[src/rtl/pe_result_collector_pkg.sv]
// Shared types and helpers for the PE result collector: build-time defaults,
// the write-mode enum and a width-generic saturating adder.
package pe_collect_pkg;

  localparam int DEF_N_CH  = 8;
  localparam int DEF_WID   = 16;
  localparam int DEF_DEPTH = 4;

  localparam int PTR_W = $clog2(DEF_DEPTH);
  localparam int CH_W  = $clog2(DEF_N_CH);

  typedef enum logic {
    LOAD  = 1'b0,
    ACCUM = 1'b1
  } mode_e;

  // Operands arrive sign-extended to 64 bits; result is clamped to the signed
  // range of a w-bit word, so callers simply truncate back to w bits.
  function automatic logic signed [63:0] sat_add(input logic signed [63:0] a,
                                                 input logic signed [63:0] b,
                                                 input int unsigned w);
    logic signed [63:0] sum;
    logic signed [63:0] hi;
    logic signed [63:0] lo;
    sum = a + b;
    hi  = (64'sd1 <<< (w - 1)) - 64'sd1;
    lo  = -hi - 64'sd1;
    if (sum > hi) return hi;
    if (sum < lo) return lo;
    return sum;
  endfunction

endpackage

[src/rtl/pe_result_collector_if.sv]
// Write-side capture and read-side drain stream of the PE result collector.
interface pe_result_collector_if #(
  parameter int N_CH = 8,
  parameter int WID  = 16
);
  localparam int C_W = $clog2(N_CH);

  logic                  in_valid;
  logic                  in_accumulate;
  logic                  in_commit;
  logic signed [WID-1:0] data_in [N_CH-1:0];
  logic                  in_ready;

  logic                  out_valid;
  logic                  out_ready;
  logic signed [WID-1:0] out_data;
  logic [C_W-1:0]        out_ch;
  logic                  out_last;

  modport master (
    output in_valid, in_accumulate, in_commit, data_in, out_ready,
    input  in_ready, out_valid, out_data, out_ch, out_last
  );

  modport slave (
    input  in_valid, in_accumulate, in_commit, data_in, out_ready,
    output in_ready, out_valid, out_data, out_ch, out_last
  );

endinterface

[src/rtl/pe_sat_add_vec.sv]
// N_CH parallel signed saturating adders: open snapshot plus incoming PE vector.
module pe_sat_add_vec
  import pe_collect_pkg::*;
#(
  parameter int N_CH = DEF_N_CH,
  parameter int WID  = DEF_WID
) (
  input  logic signed [WID-1:0] a_i   [N_CH-1:0],
  input  logic signed [WID-1:0] b_i   [N_CH-1:0],
  output logic signed [WID-1:0] sum_o [N_CH-1:0]
);

  for (genvar g = 0; g < N_CH; g++) begin : g_ch
    assign sum_o[g] = WID'(sat_add(64'(a_i[g]), 64'(b_i[g]), WID));
  end

endmodule

[src/rtl/pe_result_collector.sv]
// DEPTH-deep ring of PE result snapshots with optional saturating accumulate,
// drained one channel per beat over a valid/ready stream.
module pe_result_collector
  import pe_collect_pkg::*;
#(
  parameter int N_CH  = DEF_N_CH,
  parameter int WID   = DEF_WID,
  parameter int DEPTH = DEF_DEPTH
) (
  input  logic                     clk,
  input  logic                     rst,
  pe_result_collector_if.slave     bus,
  input  logic                     flush,
  input  logic                     clr_err,
  output logic [$clog2(DEPTH):0]   count,
  output logic                     overflow
);

  localparam int P_W = $clog2(DEPTH);
  localparam int C_W = $clog2(N_CH);
  localparam logic [P_W:0]   FULL    = (P_W + 1)'(DEPTH);
  localparam logic [C_W-1:0] CH_LAST = C_W'(N_CH - 1);

  logic signed [WID-1:0] slot_q [DEPTH-1:0][N_CH-1:0];
  logic signed [WID-1:0] open_vec [N_CH-1:0];
  logic signed [WID-1:0] sum_vec  [N_CH-1:0];

  logic [P_W-1:0] wr_ptr_q, wr_ptr_d;
  logic [P_W-1:0] rd_ptr_q, rd_ptr_d;
  logic [P_W:0]   count_q, count_d;
  logic [C_W-1:0] ch_q, ch_d;
  logic           ovf_q, ovf_d;

  logic  wr_en, commit_en, beat, pop, ovf_evt;
  mode_e mode;

  assign mode = mode_e'(bus.in_accumulate);

  always_comb begin
    for (int i = 0; i < N_CH; i++) open_vec[i] = slot_q[wr_ptr_q][i];
  end

  pe_sat_add_vec #(.N_CH(N_CH), .WID(WID)) u_add (
    .a_i   (open_vec),
    .b_i   (bus.data_in),
    .sum_o (sum_vec)
  );

  assign bus.in_ready  = (count_q < FULL);
  assign bus.out_valid = (count_q != '0);
  assign bus.out_last  = bus.out_valid && (ch_q == CH_LAST);
  assign bus.out_ch    = ch_q;
  assign bus.out_data  = slot_q[rd_ptr_q][ch_q];
  assign count         = count_q;
  assign overflow      = ovf_q;

  // flush discards the whole cycle's write-side activity
  assign wr_en     = bus.in_valid && bus.in_ready && !flush;
  assign commit_en = bus.in_commit && bus.in_ready;
  assign beat      = bus.out_valid && bus.out_ready;
  assign pop       = beat && bus.out_last;
  assign ovf_evt   = (bus.in_valid || bus.in_commit) && !bus.in_ready;

  always_comb begin
    wr_ptr_d = wr_ptr_q;
    rd_ptr_d = rd_ptr_q;
    count_d  = count_q;
    ch_d     = ch_q;
    ovf_d    = ovf_q;
    if (flush) begin
      wr_ptr_d = '0;
      rd_ptr_d = '0;
      count_d  = '0;
      ch_d     = '0;
    end else begin
      if (commit_en) wr_ptr_d = wr_ptr_q + P_W'(1);
      if (beat)      ch_d     = pop ? '0 : ch_q + C_W'(1);
      if (pop)       rd_ptr_d = rd_ptr_q + P_W'(1);
      case ({commit_en, pop})
        2'b10:   count_d = count_q + (P_W + 1)'(1);
        2'b01:   count_d = count_q - (P_W + 1)'(1);
        default: count_d = count_q;
      endcase
      if (ovf_evt)      ovf_d = 1'b1;
      else if (clr_err) ovf_d = 1'b0;
    end
  end

  always_ff @(posedge clk) begin
    if (rst) begin
      wr_ptr_q <= '0;
      rd_ptr_q <= '0;
      count_q  <= '0;
      ch_q     <= '0;
      ovf_q    <= 1'b0;
    end else begin
      wr_ptr_q <= wr_ptr_d;
      rd_ptr_q <= rd_ptr_d;
      count_q  <= count_d;
      ch_q     <= ch_d;
      ovf_q    <= ovf_d;
    end
  end

  // Snapshot storage carries no reset; its contents are don't-care until written.
  always_ff @(posedge clk) begin
    if (!rst && wr_en) begin
      for (int i = 0; i < N_CH; i++) begin
        slot_q[wr_ptr_q][i] <= (mode == ACCUM) ? sum_vec[i] : bus.data_in[i];
      end
    end
  end

endmodule

[src/flat_wrapper.sv]
// flat-port wrapper written by rule: the top's interface ports become plain ports
module pe_result_collector_flat import pe_collect_pkg::*;
#(
  parameter int N_CH  = DEF_N_CH,
  parameter int WID   = DEF_WID,
  parameter int DEPTH = DEF_DEPTH
)
  (clk, rst, flush, clr_err, count, overflow, bus_in_valid, bus_in_accumulate, bus_in_commit, bus_data_in, bus_out_ready, bus_in_ready, bus_out_valid, bus_out_data, bus_out_ch, bus_out_last);
  pe_result_collector_if #(.N_CH(N_CH), .WID(WID)) bus_i ();
  input  logic clk;
  input  logic rst;
  input  logic flush;
  input  logic clr_err;
  output logic [$clog2(DEPTH):0] count;
  output logic overflow;
  input wire logic [$bits(bus_i.in_valid)-1:0] bus_in_valid;
  input wire logic [$bits(bus_i.in_accumulate)-1:0] bus_in_accumulate;
  input wire logic [$bits(bus_i.in_commit)-1:0] bus_in_commit;
  input wire logic [$bits(bus_i.data_in)-1:0] bus_data_in;
  input wire logic [$bits(bus_i.out_ready)-1:0] bus_out_ready;
  output wire logic [$bits(bus_i.in_ready)-1:0] bus_in_ready;
  output wire logic [$bits(bus_i.out_valid)-1:0] bus_out_valid;
  output wire logic [$bits(bus_i.out_data)-1:0] bus_out_data;
  output wire logic [$bits(bus_i.out_ch)-1:0] bus_out_ch;
  output wire logic [$bits(bus_i.out_last)-1:0] bus_out_last;
  assign bus_i.in_valid = bus_in_valid;
  assign bus_i.in_accumulate = bus_in_accumulate;
  assign bus_i.in_commit = bus_in_commit;
  assign bus_i.data_in = {>>{bus_data_in}};
  assign bus_i.out_ready = bus_out_ready;
  assign bus_in_ready = bus_i.in_ready;
  assign bus_out_valid = bus_i.out_valid;
  assign bus_out_data = bus_i.out_data;
  assign bus_out_ch = bus_i.out_ch;
  assign bus_out_last = bus_i.out_last;
  pe_result_collector #(.N_CH(N_CH), .WID(WID), .DEPTH(DEPTH)) u_core (.clk(clk), .rst(rst), .bus(bus_i), .flush(flush), .clr_err(clr_err), .count(count), .overflow(overflow));
endmodule
[config.mk]
export PLATFORM = sky130hd
export DESIGN_NAME = pe_result_collector_flat
export DESIGN_NICKNAME = d
export VERILOG_FILES = /design/src/rtl/pe_result_collector_pkg.sv /design/src/rtl/pe_result_collector_if.sv /design/src/rtl/pe_sat_add_vec.sv /design/src/rtl/pe_result_collector.sv /design/src/flat_wrapper.sv
export SDC_FILE = /design/constraint.sdc
export NUM_CORES = 1
export LEC_CHECK = 0
export ABC_AREA = 0
export ABC_CLOCK_PERIOD_IN_PS = 4800
export BUFFER_PORTS_ARGS = -buffer_cell sky130_fd_sc_hd__buf_2
export CAP_MARGIN = 20
export CORE_ASPECT_RATIO = 0.9
export CORE_MARGIN = 10
export CORE_UTILIZATION = 40
export DETAILED_ROUTE_END_ITERATION = 6
export SLEW_MARGIN = 40
export SYNTH_ARGS = -nofsm -noshare
export SYNTH_HDL_FRONTEND = slang
export SYNTH_HIERARCHICAL = 1
export SYNTH_SLANG_ARGS = --single-unit
[constraint.sdc]
create_clock -name clk -period 4.8 [get_ports clk]
set_input_delay 0.96 -clock clk [delete_from_list [all_inputs] [get_ports clk]]
set_output_delay 0.96 -clock clk [all_outputs]
set_load 0.01 [all_outputs]
Yosys cells after proc, flatten, opt, wreduce, memory -nomap -nowiden
Memories as Yosys holds them, arrays and structs flattened. A register that Yosys moved wholly into a read port is not among the register bits. Cells that the tools add are included.

Register bits: 11. Memories kept: 1. Output and inout port bits: 26. Input bits: 136. RAM bits: 512. Logic and storage cells: 134.

Bitwise gates (word level): 1. Equality and inequality tests: 3. $add $sub $neg: 13. Order comparisons: 18. Mux-type cells: 76. Reductions and logical operators: 17.

Memories: u_core.slot_q (depth 4, width 128, rd ports 2, clocked after Yosys merged registers in 2, wr ports 1, RTL line pe_result_collector.sv:24) `logic signed [WID-1:0] slot_q [DEPTH-1:0][N_CH-1:0];`.

Operators by type and width (number): 16-bit 2-to-1 mux (41); 16-bit by 16-bit adder with 17-bit output (8); 17-bit by 16-bit greater-than comparator with 1-bit output, second input constant (8); 17-bit by 16-bit less-than comparator with 1-bit output, second input constant (8); 16-bit binary-select mux with 3-bit select (1); 1-bit 2-to-1 mux (28); 1-bit logical AND (8); 2-bit 2-to-1 mux (4); 3-bit by 1-bit adder with 3-bit output, second input constant (2); 3-bit case mux with 2 select lines (1); 2-bit by 1-bit adder with 2-bit output, second input constant (2); 3-bit by 4-bit less-than comparator with 1-bit output, second input constant (1); 2-bit nonzero test (2); 3-bit equality test, second input constant (1); 1-bit zero test (3); 3-bit less-than comparator, second input constant (1); 3-bit 2-to-1 mux (1); 3-bit nonzero test (1); 3-bit by 1-bit subtractor with 3-bit output, second input constant (1); 2-bit by 1-bit equality test with 1-bit output, second input constant (1); 2-bit equality test, second input constant (1); 2-bit AND reduction (1); 2-bit OR reduction (1); 1-bit logical OR (1); 1-bit NOT (1).

Longest topological paths before layout
Depth after elaboration: 7. Mapped depth: 16.

Hierarchy
The synthesis kept the hierarchy.

Modules (own cells, without submodules): pe_result_collector (seq. area each 15675.0 um^2, instances 1, cells an instance 1472, area each 25164.1 um^2); pe_sat_add_vec (seq. area each 0.0 um^2, instances 1, cells an instance 1012, area each 7269.5 um^2).

Least setup slack after synthesis
OpenSTA, ideal clock, no wires.

Path kind: input -> register. From: input flush. To: memory u_core/slot_q[1][0] (netlist name) (enable). Library setup time: 0.502 ns. Arrival time: 4.548 ns. Stages: 3. Setup slack: -0.250 ns. Buffers on the path: 0. Path through: or2_2 > nor3b_1 > and2_1.

Word-level cells in the longest chain between the ends: 5.

Ends and longest elaborated chain: from (decl) (RTL line flat_wrapper.sv:12) `input logic flush;`; 1-bit zero test (RTL line pe_result_collector.sv:58) `assign wr_en = bus.in_valid && bus.in_ready && !flush;`; 1-bit logical AND (RTL line pe_result_collector.sv:58); 1-bit logical AND (RTL line pe_result_collector.sv:107) `if (!rst && wr_en) begin`; 1-bit 2-to-1 mux (RTL line pe_result_collector.sv:107); 1-bit 2-to-1 mux (RTL line pe_result_collector.sv:109) `slot_q[wr_ptr_q][i] <= (mode == ACCUM) ? sum_vec[i] : bus.data_in[i];`; to (decl) (RTL line pe_result_collector.sv:24).

Every way passes these cells.

==> results.md <==
* Status: finished, final reports clean
* CP bufs+invs at 2
* Worst skew pair latency at ~0.64 ns
* Full die area at between 90000 and 100000 sq um
* Io pins at about 160
* Final Instance Area at ~37000 sq um
* CP top delay family: compound AO/OA/AOI/OAI gates
* Post_cts resized at 0
* Final min period at roughly 4.4 ns
* Largest net degree at the start of global routing at a little over 60
* Dpl hpwl at a little under 70 mm
* Peak Freq at 229 MHz
* Post-Synthesis Cells at about 2500
* Util after Layout at a little under half
* CTS clock-pin slew for the worst setup and hold paths at approximately 0.070 ns
* Post-CTS setup buffers at 0
* Critical-path cell list: buf_4, buf_4, mux4_2, ha_1, nand3_1, a2111oi_0, o31ai_1, nand2_1, a31o_2, nand3_1, a21oi_1, mux2_2
* Die W at 320 um
* Rel. slew slack at 44.6%
* Met1 Track Usage GR at 28.6%
* Maximum vdd drop at 0.000256 V
* WL/cell at around 25 um
* Sum of negative setup slack at 0 ns
* Initial DRC count at about 2000
* Share of synthesized registers carrying an async set or reset at 0%
* Site Rows at between 90 and 100
* Pleak at ~12 nW
* Post-synthesis register bit count at about 530
* Placed insts at roughly 3600
* Ys flop type: edfxtp_1
* Clock tree from TritonCTS: done
* Initial Utilization at about two fifths
* Max Cap Viol at 0
* Fin cells at 3754
* Total power at 12.3 mW
* GR peak layer: met2
* Mean Syn Cell Area at roughly 13 sq um
* Num Clock Sinks at 527
* Fillers at about 7100
* CP max stage cell: dfxtp_4
* CTS Hold Buffers Added at 0
* CTS root buffer: clkbuf_16
* Seq/Total Area, Yosys at between 40% and 50%
* Hold/Removal Path Class: input port to register
* Die Y at a little under 300 um
* Worst Tran Pin Value at 0.830 ns
* First-pass DRT Iterations at 5
* RSZ-0062 raised after global routing: no
* Antenna Nets Post-Route at 0
* Share of cells above drive strength 1 at 23.7%
* Final Slew Violations at 0
* # H-tree levels at 2
* Clock buffer depth at 3
* # DRC at 0
* Crit-path max cell delay at around 0.55 ns
* Gpl congestion at about 0.86
* Core area at 79900 sq um
* CP startpoint kind: register
* Synth unique cells at between 80 and 90
* Period utilization at between 90% and 100%
* Global-route wire length before repair at 143 mm
* Arrival time worst endpoint at 4.86 ns
* Layout area overhead at 12.8%
* Critical path type: register to register
* Initial antenna violation count at 8
* # port buffers at approximately 160
* Clock Skew at around 0.016 ns
* Synth Net Count at 2764
* Setup violation total in the final timing report at 0
* WL final at 95.1 mm
* Final hold vios at 0
* GRT Total Usage at 19.8%
* GR met2 Demand/Resource at between 30% and 40%
* Share of the synthesized area in the top cell type at 47.4%
* Grt total ovfl at 0
* Synth area leaders: edfxtp_1, mux4_2, mux2i_1, ha_1, mux2_2
* Critical path peak fanout at 17
* CTS Buf Count at 59
* Routing usage on met3 at 3.73%
* NumNets Final at between 2000 and 3000
* Number of synthesized flops with an enable pin at between 500 and 600
* Nature of the critical path endpoint: register
* Area leader, netlist: edfxtp_1
* Post-DP Area at roughly 35000 sq um
* DR vias/cell at 6.02
* Vias in the first global route at around 22000
* Yosys Warn Count at 6
* Syn Std Cell Area at 32400 sq um
* Worst path required time at between 5 and 6 ns
* Power Dens Cells at approximately 340 nW/um^2
* Vias at ~23000
## registers in the layout, summed over array words and instances, names as in the netlist, named ones only
register and flops:
u_core/count 3, u_core/bus.out_ch 3, u_core/rd_ptr_q 2, u_core/overflow 1, u_core/slot_q 512, u_core/wr_ptr_q 2
## final timing paths
| path | from | end | slack (ns) | cells past startpoint |
|---|---|---|---|---|
| worst max-delay path | register | u_core/slot_q[2][99] | 0.43 | 12 |
| worst min-delay path | rst | u_core/overflow | 0.48 | 2 |
| worst max register to register | register | u_core/slot_q[2][99] | 0.43 | 12 |
| worst min register to register | u_core/overflow | u_core/overflow | 0.52 | 2 |
## worst reg2reg max path, delay by kind of cell (launching register included)
kind	cells	cell delay [ns]
AOI/OAI and AO/OA	4	1.16
and+or+nand+nor	3	0.85
muxes	2	0.62
buffers and inverters	2	0.60
DFF	1	0.55
adders and majority gates	1	0.45
## final cells by class
class | count | area [sq um] | area share (%)
timing repair buffer | 246 | 1740 | 4.75
clock buffer | 67 | 1510 | 4.12
multi-input combinational | 1753 | 15700 | 42.9
clock inverter | 41 | 397 | 1.08
sequential | 527 | 15700 | 42.9
antenna | 2 | 5.00 | 0.0137
tap | 1050 | 1310 | 3.59
inverter | 68 | 255 | 0.698
## metal layers
| layer | up-vias | part of all wire, % |
|---|---|---|
| met3 | 102 | 7.8 |
| met5 | - | 0.021 |
| met4 | 4 | 2.0 |
| li1 | 10158 | - |
| met1 | 11458 | 45 |
| met2 | 878 | 45 |
## per-stage QoR
step | worst slack (ns) | hold WS (ns)
after detailed placement | 0.348 | 0.520
final | 0.431 | 0.477
after global routing | 0.205 | 0.469
after floorplan | 0.951 | 0.485
after global placement | 0.401 | 0.453
after CTS | 0.327 | 0.442
## layout by cell type, fill, tap and decap left out, types with 15 or more instances in the layout
cell / instances
a21o_1: 38
a21oi_1: 176
a22oi_1: 81
and3_1: 15
buf_12: 23
buf_2: 160
buf_4: 62
clkbuf_16: 59
edfxtp_1: 512
ha_1: 135
inv_1: 68
maj3_1: 21
mux2_2: 130
mux2i_1: 260
mux4_2: 128
nand2_1: 106
nand2b_1: 16
nand3_1: 91
nand4_1: 27
nor2_1: 71
nor2b_1: 23
nor3_1: 15
o21a_1: 33
o21ai_0: 73
xnor2_1: 47
xor2_1: 44
## cell families (layout without fill, tap and decap cells)
family | count (synthesis) | after routing | share of synthesized area, %
compound gates | 535 | 535 | 10.8
flops | 527 | 527 | 48.3
mux | 518 | 518 | 21.4
simple gates | 431 | 431 | 6.67
buf+inv | 204 | 422 | 3.41
fa+ha+maj | 177 | 177 | 6.83
xor+xnor | 92 | 92 | 2.54
other cells | 0 | 2 | 0
## Yosys cell counts (6+ instances only)
cell type  instances
mux2i_1          260
fa_1               9
o31ai_1            8
and3_1            15
a211oi_1          14
xnor2_1           47
and2_1            14
a2111oi_0          7
o211ai_1          13
nor2_1            72
nand3_1           91
maj3_2            12
dfxtp_1           15
nor3_1            15
o21bai_1          12
o21a_1            33
edfxtp_1         512
mux2_2           130
buf_2             56
mux4_2           128
a22oi_1           81
nand2b_1          16
a31oi_1           13
buf_6             16
nor3b_1            8
o21ai_0           73
a21o_1            38
xor2_1            44
nand4_1           27
clkbuf_1          25
o21ai_1           14
buf_4             23
inv_1             68
or2_2              8
or3_1             11
nor2b_1           25
nand2_1          106
nand3b_1           6
maj3_1            21
ha_1             135
a21oi_1          176
buf_1             10
## power breakdown
group / total, mW / internal, mW / switching [mW] / leakage, nW
clock: 4.48 / 2.58 / 1.90 / 0.929
sequential: 5.38 / 5.34 / 0.0355 / 4.73
combinational: 2.44 / 1.04 / 1.39 / 6.52
Power figures use the tool's default switching activity.
